==> config.mk <==
export PLATFORM = sky130hd
export DESIGN_NAME = dbus_uart_tx
export DESIGN_NICKNAME = d
export VERILOG_FILES = /design/src/rtl/uart_pkg.sv /design/src/rtl/sync_fifo.sv /design/src/rtl/dbus_uart_tx.sv
export SDC_FILE = /design/constraint.sdc
export NUM_CORES = 1
export LEC_CHECK = 0
export ABC_AREA = 1
export CAP_MARGIN = 20
export CELL_PAD_IN_SITES_DETAIL_PLACEMENT = 0
export CELL_PAD_IN_SITES_GLOBAL_PLACEMENT = 1
export CORE_ASPECT_RATIO = 2
export CORE_UTILIZATION = 40
export DETAILED_ROUTE_END_ITERATION = 16
export GPL_TIMING_DRIVEN = 0
export PLACE_DENSITY_LB_ADDON = 0.1
export SETUP_SLACK_MARGIN = 0.15
export SLEW_MARGIN = 20
export SYNTH_ARGS = -nofsm -noshare
export SYNTH_HDL_FRONTEND = slang
export SYNTH_SLANG_ARGS = --single-unit
==> constraint.sdc <==
create_clock -name clk -period 6.88 [get_ports clk]
set_clock_uncertainty 0.1 [all_clocks]
set_input_delay 0.688 -clock clk [delete_from_list [all_inputs] [get_ports clk]]
set_output_delay 0.688 -clock clk [all_outputs]
set_load 0.1 [all_outputs]
==> src/rtl/uart_pkg.sv <==
// Shared constants and types for the D-bus UART blocks.
// Register map, status/control bit positions and bus encodings.
package uart_pkg;

  localparam logic [3:0] UART_DATA   = 4'h0;
  localparam logic [3:0] UART_STATUS = 4'h4;
  localparam logic [3:0] UART_DIV    = 4'h8;
  localparam logic [3:0] UART_CTRL   = 4'hC;

  localparam int ST_FULL  = 0;
  localparam int ST_EMPTY = 1;
  localparam int ST_BUSY  = 2;
  localparam int ST_OVF   = 3;

  localparam int CTRL_IE    = 0;
  localparam int CTRL_FLUSH = 1;

  localparam logic TT_READ  = 1'b0;
  localparam logic TT_WRITE = 1'b1;

  localparam logic [1:0] SZ_BYTE = 2'd0;
  localparam logic [1:0] SZ_HALF = 2'd1;
  localparam logic [1:0] SZ_WORD = 2'd2;

  typedef enum logic [1:0] {
    IDLE,
    START,
    DATA,
    STOP
  } uart_tx_state_e;

endpackage

==> src/rtl/sync_fifo.sv <==
// Synchronous FIFO with occupancy count and clear.
// A push into a full FIFO is accepted when a pop happens in the same cycle.
module sync_fifo #(
  parameter int WIDTH = 8,
  parameter int DEPTH = 8
) (
  input  logic                   clk,
  input  logic                   rst_n,
  input  logic                   clr,
  input  logic                   push,
  input  logic                   pop,
  input  logic [WIDTH-1:0]       wdata,
  output logic [WIDTH-1:0]       rdata,
  output logic                   full,
  output logic                   empty,
  output logic [$clog2(DEPTH):0] count
);

  localparam int AW = $clog2(DEPTH);

  logic [WIDTH-1:0] mem [DEPTH];
  logic [AW-1:0]    wp_q;
  logic [AW-1:0]    rp_q;
  logic [AW:0]      cnt_q;
  logic             do_push;
  logic             do_pop;

  assign empty   = (cnt_q == '0);
  assign full    = (cnt_q == (AW+1)'(DEPTH));
  assign count   = cnt_q;
  assign rdata   = mem[rp_q];
  assign do_pop  = pop && !empty;
  assign do_push = push && (!full || do_pop);

  always_ff @(posedge clk) begin
    if (do_push) mem[wp_q] <= wdata;
  end

  always_ff @(posedge clk or negedge rst_n) begin
    if (!rst_n) begin
      wp_q  <= '0;
      rp_q  <= '0;
      cnt_q <= '0;
    end else if (clr) begin
      wp_q  <= '0;
      rp_q  <= '0;
      cnt_q <= '0;
    end else begin
      if (do_push) wp_q <= wp_q + 1'b1;
      if (do_pop)  rp_q <= rp_q + 1'b1;
      unique case ({do_push, do_pop})
        2'b10:   cnt_q <= cnt_q + 1'b1;
        2'b01:   cnt_q <= cnt_q - 1'b1;
        default: cnt_q <= cnt_q;
      endcase
    end
  end

endmodule

==> src/rtl/dbus_uart_tx.sv <==
// Memory-mapped 8N1 transmit-only UART on the D-bus.
// Bytes queue in a FIFO and are shifted out LSB first on tx.
module dbus_uart_tx
  import uart_pkg::*;
#(
  parameter int          FIFO_DEPTH = 8,
  parameter logic [15:0] DIV_RESET  = 16'd867
) (
  input  logic        clk,
  input  logic        rst_n,
  input  logic        ss,
  input  logic        bstart,
  input  logic        ttype,
  input  logic [1:0]  tsize,
  input  logic [3:0]  addr,
  input  logic [31:0] wdata,
  output logic [31:0] rdata,
  output logic        bdone,
  output logic        tx,
  output logic        irq
);

  localparam int CW = $clog2(FIFO_DEPTH) + 1;

  uart_tx_state_e state_q, state_d;

  logic [15:0] div_q;
  logic [15:0] cnt_q, cnt_d;
  logic [2:0]  bit_q, bit_d;
  logic [7:0]  sh_q, sh_d;
  logic        ie_q, ovf_q;
  logic        tx_q, irq_q, bdone_q;
  logic [31:0] rdata_q, rd_val;

  logic          acc, wr_en;
  logic          sel_data, sel_status;
  logic          sel_div, sel_ctrl;
  logic          push, pop, flush;
  logic          full, empty, busy;
  logic          bit_end;
  logic [CW-1:0] count;
  logic [7:0]    count8, head;
  logic          unused;

  assign acc        = ss && bstart;
  assign wr_en      = acc && (ttype == TT_WRITE);
  assign sel_data   = (addr[3:2] == UART_DATA[3:2]);
  assign sel_status = (addr[3:2] == UART_STATUS[3:2]);
  assign sel_div    = (addr[3:2] == UART_DIV[3:2]);
  assign sel_ctrl   = (addr[3:2] == UART_CTRL[3:2]);
  assign push       = wr_en && sel_data;
  assign flush      = wr_en && sel_ctrl && wdata[CTRL_FLUSH];
  assign busy       = (state_q != IDLE);
  assign bit_end    = (cnt_q == '0);
  assign count8     = 8'(count);
  assign unused     = ^{addr[1:0], wdata[31:16]};

  assign rdata = rdata_q;
  assign bdone = bdone_q;
  assign tx    = tx_q;
  assign irq   = irq_q;

  sync_fifo #(
    .WIDTH (8),
    .DEPTH (FIFO_DEPTH)
  ) u_fifo (
    .clk   (clk),
    .rst_n (rst_n),
    .clr   (flush),
    .push  (push),
    .pop   (pop),
    .wdata (wdata[7:0]),
    .rdata (head),
    .full  (full),
    .empty (empty),
    .count (count)
  );

  always_comb begin
    rd_val = '0;
    unique case (1'b1)
      sel_status: rd_val = {16'h0, count8, 4'h0,
                            ovf_q, busy, empty, full};
      sel_div:    rd_val = {16'h0, div_q};
      sel_ctrl:   rd_val[CTRL_IE] = ie_q;
      default:    rd_val = '0;
    endcase
  end

  always_ff @(posedge clk or negedge rst_n) begin
    if (!rst_n) begin
      bdone_q <= 1'b0;
      rdata_q <= '0;
      div_q   <= DIV_RESET;
      ie_q    <= 1'b0;
      ovf_q   <= 1'b0;
    end else begin
      bdone_q <= acc;
      rdata_q <= (acc && ttype == TT_READ) ? rd_val : '0;
      if (wr_en && sel_div) begin
        div_q[7:0] <= wdata[7:0];
        if (tsize != SZ_BYTE) div_q[15:8] <= wdata[15:8];
      end
      if (wr_en && sel_ctrl) ie_q <= wdata[CTRL_IE];
      if (push && full && !pop)
        ovf_q <= 1'b1;
      else if (wr_en && sel_status && wdata[ST_OVF])
        ovf_q <= 1'b0;
    end
  end

  // STOP chains straight into START when more bytes wait.
  always_comb begin
    state_d = state_q;
    cnt_d   = cnt_q;
    bit_d   = bit_q;
    sh_d    = sh_q;
    pop     = 1'b0;
    unique case (state_q)
      IDLE: begin
        if (!empty) begin
          pop     = 1'b1;
          sh_d    = head;
          cnt_d   = div_q;
          bit_d   = '0;
          state_d = START;
        end
      end
      START: begin
        if (bit_end) begin
          cnt_d   = div_q;
          state_d = DATA;
        end else begin
          cnt_d = cnt_q - 1'b1;
        end
      end
      DATA: begin
        if (bit_end) begin
          cnt_d = div_q;
          sh_d  = {1'b0, sh_q[7:1]};
          bit_d = bit_q + 1'b1;
          if (bit_q == 3'd7) state_d = STOP;
        end else begin
          cnt_d = cnt_q - 1'b1;
        end
      end
      STOP: begin
        if (bit_end) begin
          if (!empty) begin
            pop     = 1'b1;
            sh_d    = head;
            cnt_d   = div_q;
            bit_d   = '0;
            state_d = START;
          end else begin
            state_d = IDLE;
          end
        end else begin
          cnt_d = cnt_q - 1'b1;
        end
      end
    endcase
  end

  always_ff @(posedge clk or negedge rst_n) begin
    if (!rst_n) begin
      state_q <= IDLE;
      cnt_q   <= '0;
      bit_q   <= '0;
      sh_q    <= '0;
      tx_q    <= 1'b1;
      irq_q   <= 1'b0;
    end else begin
      state_q <= state_d;
      cnt_q   <= cnt_d;
      bit_q   <= bit_d;
      sh_q    <= sh_d;
      tx_q    <= (state_q == START) ? 1'b0 :
                 (state_q == DATA)  ? sh_q[0] : 1'b1;
      irq_q   <= ie_q && empty && !busy;
    end
  end

endmodule

==> metrics, run 1 <==
Wirelength per Cell 18.89 um; RSZ-0062 raised after global routing no; Netlist cell types 48; clk slew on worst S/H paths 0.06 ns; WP data arrival 3.14 ns; # Max-Cap Violations 0; post-route ant nets 0; total power 3.726 mW; largest net degree at the start of global routing 50; Leak 3.629 nW; mux contribution to synthesized area less than 1%; Power Dens Cells 442.7 mW/mm^2; Post-CTS Setup Inserts 0; fin crit share ~47%; CTS tree done; status complete, no violations; Top FF cell, synth dfrtp_1; PortBufs 43; crit path capture type flop; Synth Area in XOR/XNOR 0.3718%; NumNets Final about 910; vias in the first global route between 5000 and 6000; Clk Latency, worst-skew pair 0.42 ns; I/O pin cnt 78; Post-Synth Adder-Cell Area 3.010%; CP startpoint kind flop; leading area contributor after synthesis edfxtp_1; Layout Utilization 48.73%; layout cell share with drive strength beyond 1 12.20%; compound-cell area share of the yosys netlist 15.30%; Initial DRT Pass Iterations 5; setup tns final 0 ns; Synth Register Bits 140; Placed Cells 1039; peak supply drop 225.2 uV; top cells by area, synth edfxtp_1 27%, dfrtp_1 24%, nand2_1 8.2%; CP Class reg2reg; Flop pwr share 31.6%; ys async rst share ~54%; Antenna Cells 0; P_sw 1.644 mW; final hold violations 0; num rows about 70; sequential element share of the synthesized area 54.23%; DR DRC count 0; CTS Sinks between 100 and 150; WP data required 6.81 ns; Area Overhead vs Synth 19.10%; root buffer cell clkbuf_16; Clock Power Share around a quarter; level count of the clock H-tree 4; HPWL after DPL approximately 15000 um; busiest layer in global routing met2; Hold Crit Class in2async; minimum clock period 3.210 ns; Post-Synth Simple-Gate Area a little under a fifth; crit path max fanout 8; GPL Wtd Cong between 0.9 and 1; PnR worst setup slack 3.670 ns; CTS Buffer Depth 2; Rel. slew slack 29.49%; clock buffers created by TritonCTS 17; logic gate share of total power 44.1%; Die ar. 0.01823 mm^2; Finished Layout Cells 1071; Max Freq 311.5 MHz; commonest non-fill, non-tap cell in the layout nand2_1; synthesized area about 0.007 mm^2; Yosys top cell area share 27.20%; cts repair resizes 0; global route overflow 0; first-pass GRT wire length 31810 um; met2 Use GR 45.47%; Post-Synthesis Cells 770; Vias per Instance about 5.2; internal power 2.082 mW; met1 Usage GRT 23.88%; Via Count about 5600; DRT iter0 DRCs 221; Max Slew Vio Count 0; fillcell total 1690; Post-synth EDFFs 64; Die X 95.99 um; final WL ~20000 um; core region area 0.01727 mm^2; commonest cells after routing, fill and taps aside 154 x nand2_1, 89 x o21ai_0, 77 x nor2_1; CTS Hold Bufs 0; Tightest Pin Transition approximately 1.1 ns; Syn Area/Cell 9.178 um^2; die extent in y 190.0 um; DP Worst Slack 3.476 ns; overall routing resource usage approximately 24%; synth warn 0; Starting Density 40.92%; M3 GR Usage 3.357%; largest family of logic cells by synthesized area simple AND/OR/NAND/NOR gates; # setup viols final 0; initial antenna violation count 0; switching share of power 44.12%
==> Yosys cell counts (all sizes together) (3+ instances only) <==
master,number
nand4,8
nand3,21
a21oi,45
nand2,166
o21ai,116
mux2,4
dfstp,7
nor2,88
o22ai,16
buf,23
clkbuf,21
ha,17
nor3,9
dfrtp,69
inv,71
edfxtp,64
o211ai,3
==> registers in the layout, indices dropped and copies added (netlist names) <==
signal,flops
bdone,1
bit_q,3
cnt_q,16
div_q,16
ie_q,1
irq,1
ovf_q,1
rdata,16
sh_q,8
state_q,2
tx,1
u_fifo.count,4
u_fifo.mem,64
u_fifo.rp_q,3
u_fifo.wp_q,3
==> cell type report <==
type	count	area, um^2	share of cell area, %
plain buffers	44	259.0	3.077
clock buffers	20	436.7	5.188
clock inverters	12	138.9	1.650
inverters	73	274.0	3.256
multi-input cells	528	2758	32.76
flip-flops and latches	140	3832	45.53
well taps	210	262.8	3.122
repair buffers	44	455.4	5.411
==> worst paths after layout <==
| path | start | endpoint | slack (ns) | cells past startpoint |
|---|---|---|---|---|
| min | rst_n | cnt_q[14] | 0.09 | 1 |
| max reg2reg | state_q[1] | u_fifo.mem[7][5] | 3.67 | 11 |
| min in group clk | sh_q[2] | sh_q[2] | 0.40 | 2 |
| min reg2reg | sh_q[2] | sh_q[2] | 0.40 | 2 |
| max | state_q[1] | u_fifo.mem[7][5] | 3.67 | 11 |
| max in group asynchronous | rst_n | div_q[8] | 5.94 | 2 |
==> layer usage <==
metal,vias up,routed length (um),part of all wire [%]
met4,0,1126,5.6
met3,40,496,2.5
li1,2725,-,-
met1,2722,7145,35
met5,-,0,0
met2,133,11460,57
==> cells by family (layout without fill, tap and decap cells) <==
logic type / count (synthesis) / count (layout)
flip-flops: 140 / 140
multiplexers: 4 / 4
other: 1 / 16
AND/OR/NAND/NOR: 295 / 295
buffers and inverters: 117 / 193
AO/OA/AOI/OAI: 193 / 193
XOR/XNOR: 3 / 3
adder cells (fa/ha/maj): 17 / 17
==> stage by stage <==
stage               cell area, um^2  hold slack, ns
finish                         8417         0.09127
global route                   8417          0.1199
CTS                            8417         0.08946
detailed placement             7841          0.3782
global placement               7816          0.3674
floorplan                      7123          0.2924
==> power by group through the flow <==
stage	combinational, mW	sequential (mW)	clock [mW]
after floorplan	1.16	1.18	0
after global placement	1.62	1.19	0
after detailed placement	1.65	1.19	0
after CTS	1.66	1.18	0.925
after global routing	1.84	1.20	0.952
final	1.64	1.18	0.905
==> critical path: stages (launching register included) <==
cell and delay, ns:
dfrtp_1 0.44, ha_1 0.42, inv_1 0.15, a21oi_2 0.20, nand3_2 0.12, nand2_4 0.14, nand2_4 0.10, nand2_4 0.10
nand2_4 0.07, inv_2 0.08, nand2_2 0.08, nor2_1 0.80
Note: power is estimated with default switching activity, not from simulation.
==> inputs of run 2 (changes only) <==
- CORE_UTILIZATION: 40 -> 39
- clock period: 6.88 -> 2.7 ns (I/O delays scaled with it)
==> run 2 against run 1 <==
Maximum frequency rose by 31%; register-to-register slack got worse by 3.4 ns; sequential power rose to 2.6 times the previous value; non-clock buffer count rose by 16; routed wire length rose by 0.50%; highest routed layer unchanged; via count rose by 0.27%; count of clock-buffer cells in the layout fell by 3; sequential share of layout area fell by 1.7 points; critical path depth did not move; total power rose to 2.7 times the previous value; core utilization rose by 0.47 points; largest cell class unchanged; setup slack got worse by 3.4 ns.
==> metrics, run 2 (synthesized netlist as in run 1, its figures left out) <==
status complete, no violations (unchanged); max reg flops 64 (unchanged); DP Area 0.007845 mm^2 (was 0.007841 mm^2); routed wl met2 11290 um (was 11460 um); logic gate share of total power 44.9% (was 44.1%); level count of the clock H-tree 4 (unchanged); Starting Density 39.74% (was 40.92%); P_sw 4.337 mW (was 1.644 mW); vias in the first global route 5870 (was 5761); die extent in y 192.4 um (was 190.0 um); fin crit share 91.09% (was 46.66%); Antenna Cells 0 (unchanged); minimum clock period 2.460 ns (was 3.210 ns); first-pass GRT wire length 31720 um (was 31810 um); clock buffers created by TritonCTS 17 (unchanged); Fin Hold WS 0.2000 ns (was 0.09127 ns); Placed Cells 1042 (was 1039); NumNets Final 924 (was 908); clk slew on worst S/H paths 0.06 ns (about the same); Reg-to-Reg End u_fifo.mem[3][0] (was u_fifo.mem[7][5]); Clk Latency, worst-skew pair 0.42 ns (about the same); I/O pin cnt 78 (unchanged); initial antenna violation count 0 (unchanged); root buffer cell clkbuf_16 (unchanged); DRT iter0 DRCs 217 (was 221); Max Slew Vio Count 0 (unchanged); CTS Buffer Depth 2 (unchanged); CTS tree done (unchanged); final hold violations 0 (unchanged); Leak 3.755 nW (was 3.629 nW); worst r2r src state_q[1] (unchanged); crit path max fanout 8 (unchanged); reg2reg path depth 11 (unchanged); peak supply drop 474.8 uV (was 225.2 uV); CP Class reg2reg (unchanged); Die ar. 0.01870 mm^2 (was 0.01823 mm^2); Wirelength per Cell 18.65 um (was 18.89 um); Area Overhead vs Synth 23.81% (was 19.10%); Max Freq 406.6 MHz (was 311.5 MHz); CP Cell Sequence ha_4 > inv_1 > a21oi_2 > nand3_4 > nand2_4 > nand2_4 > nand2_4 > nand2_4 > inv_4 > nand2_4 > nor2_4 (was ha_1 > inv_1 > a21oi_2 > nand3_2 > nand2_4 > nand2_4 > nand2_4 > nand2_4 > inv_2 > nand2_2 > nor2_1); HPWL after DPL 14990 um (was 15220 um); Largest Register u_fifo.mem (unchanged); CP startpoint kind flop (unchanged); CTS Sinks 140 (unchanged); Die X 97.19 um (was 95.99 um); # setup viols final 0 (unchanged); post-route ant nets 0 (unchanged); Initial DRT Pass Iterations 4 (was 5); total power 9.884 mW (was 3.726 mW); Vias per Instance 5.170 (was 5.247); switching share of power 43.87% (was 44.12%); global route overflow 0 (unchanged); most frequent CP cell nand2_4 (unchanged); Met3 Wirelength 494 um (was 496 um); num rows 69 (was 68); Register-to-Register Setup Slack 0.24 ns (was 3.67 ns); core region area 0.01778 mm^2 (was 0.01727 mm^2); Rel. slew slack 34.28% (was 29.49%); Clock Power Share 24.7% (was 24.3%); max layer used met4 (unchanged); slowest CP cell dfrtp_1 (was nor2_1); GPL Wtd Cong 0.8727 (was 0.9147); WP data arrival 2.44 ns (was 3.14 ns); Finished Cell Area 0.008750 mm^2 (was 0.008417 mm^2); Critical Path Max Stage Delay 0.45 ns (was 0.80 ns); WP data required 2.68 ns (was 6.81 ns); Flop pwr share 30.4% (was 31.6%); commonest non-fill, non-tap cell in the layout nand2_1 (unchanged); commonest cells after routing, fill and taps aside 154 x nand2_1, 89 x o21ai_0, 71 x nor2_1 (was 154 x nand2_1, 89 x o21ai_0, 77 x nor2_1); Via Count 5635 (was 5620); RSZ-0062 raised after global routing yes (was no); PortBufs 43 (unchanged); Power Dens Cells 1130 mW/mm^2 (was 442.7 mW/mm^2); Finished Layout Cells 1090 (was 1071); WL met1 7383 um (was 7145 um); layout cell share with drive strength beyond 1 15.51% (was 12.20%); overall routing resource usage 22.79% (was 24.09%); DR DRC count 0 (unchanged); internal power 5.548 mW (was 2.082 mW); setup tns final 0 ns (unchanged); crit path capture type flop (unchanged); # Max-Cap Violations 0 (unchanged); Hold Crit Class in2async (unchanged); Tightest Pin Transition 0.9827 ns (was 1.054 ns); final WL 20330 um (was 20230 um); largest net degree at the start of global routing 54 (was 50)
run 2: metrics by stage:
stage / utilization, % / worst slack, ns
finish: 49.20 / 0.2404
floorplan: - / 0.3291
CTS: 48.81 / 0.1527
detailed placement: 44.11 / -0.5022
global route: 49.20 / 0.1229
global placement: 43.97 / -1.600
run 2: repair_timing:
action / in CTS / in global routing
gates resized for setup: 22 / 9
endpoints found under the setup margin: 64 / 74
pin swaps: 6 / 4
buffers inserted: 10 / 5
endpoints found under the hold margin: 23 / 0
hold buffers: 1 / 0
run 2: power by group through the flow:
stage,clock network [mW],registers (mW),logic (mW)
after floorplan,0,3.01,2.95
after global placement,0,3.02,4.13
after detailed placement,0,3.03,4.20
after CTS,2.49,3.01,4.33
after global routing,2.58,3.06,4.92
final,2.44,3.01,4.44
run 2: per-layer routing:
metal	vias to the layer above	global-route usage, %
met5	-	0
met4	0	16.76
met3	33	3.694
met2	113	43.31
met1	2729	21.81
li1	2760	-
run 2: area by class of cell:
type | instances | area [um^2]
fill | 1697 | 9035
sequential | 140 | 3832
multi-input combinational | 528 | 2869
timing repair buffer | 60 | 628.1
clock buffer | 17 | 425.4
inverter | 73 | 280.3
tap | 213 | 266.5
buffer | 44 | 261.5
clock inverter | 15 | 186.4
run 2: critical path, delay by kind of cell, from the launching register on:
kind            cells  cell delay (ns)
compound gates      1             0.22
flops               1             0.45
simple gates        7             0.90
buf+inv             2             0.20
fa+ha+maj           1             0.24
run 2: worst max path at each step:
stage	slack (ns)	cells after the start	from	end
finish	0.24	11	state_q[1]	u_fifo.mem[3][0]
global route	0.12	15	cnt_q[1]	u_fifo.mem[5][6]
global placement	-1.60	1	rst_n	u_fifo.wp_q[2]
floorplan	0.33	14	cnt_q[0]	u_fifo.mem[7][0]
detailed placement	-0.50	11	state_q[1]	u_fifo.mem[7][4]
CTS	0.15	15	cnt_q[1]	u_fifo.mem[5][6]
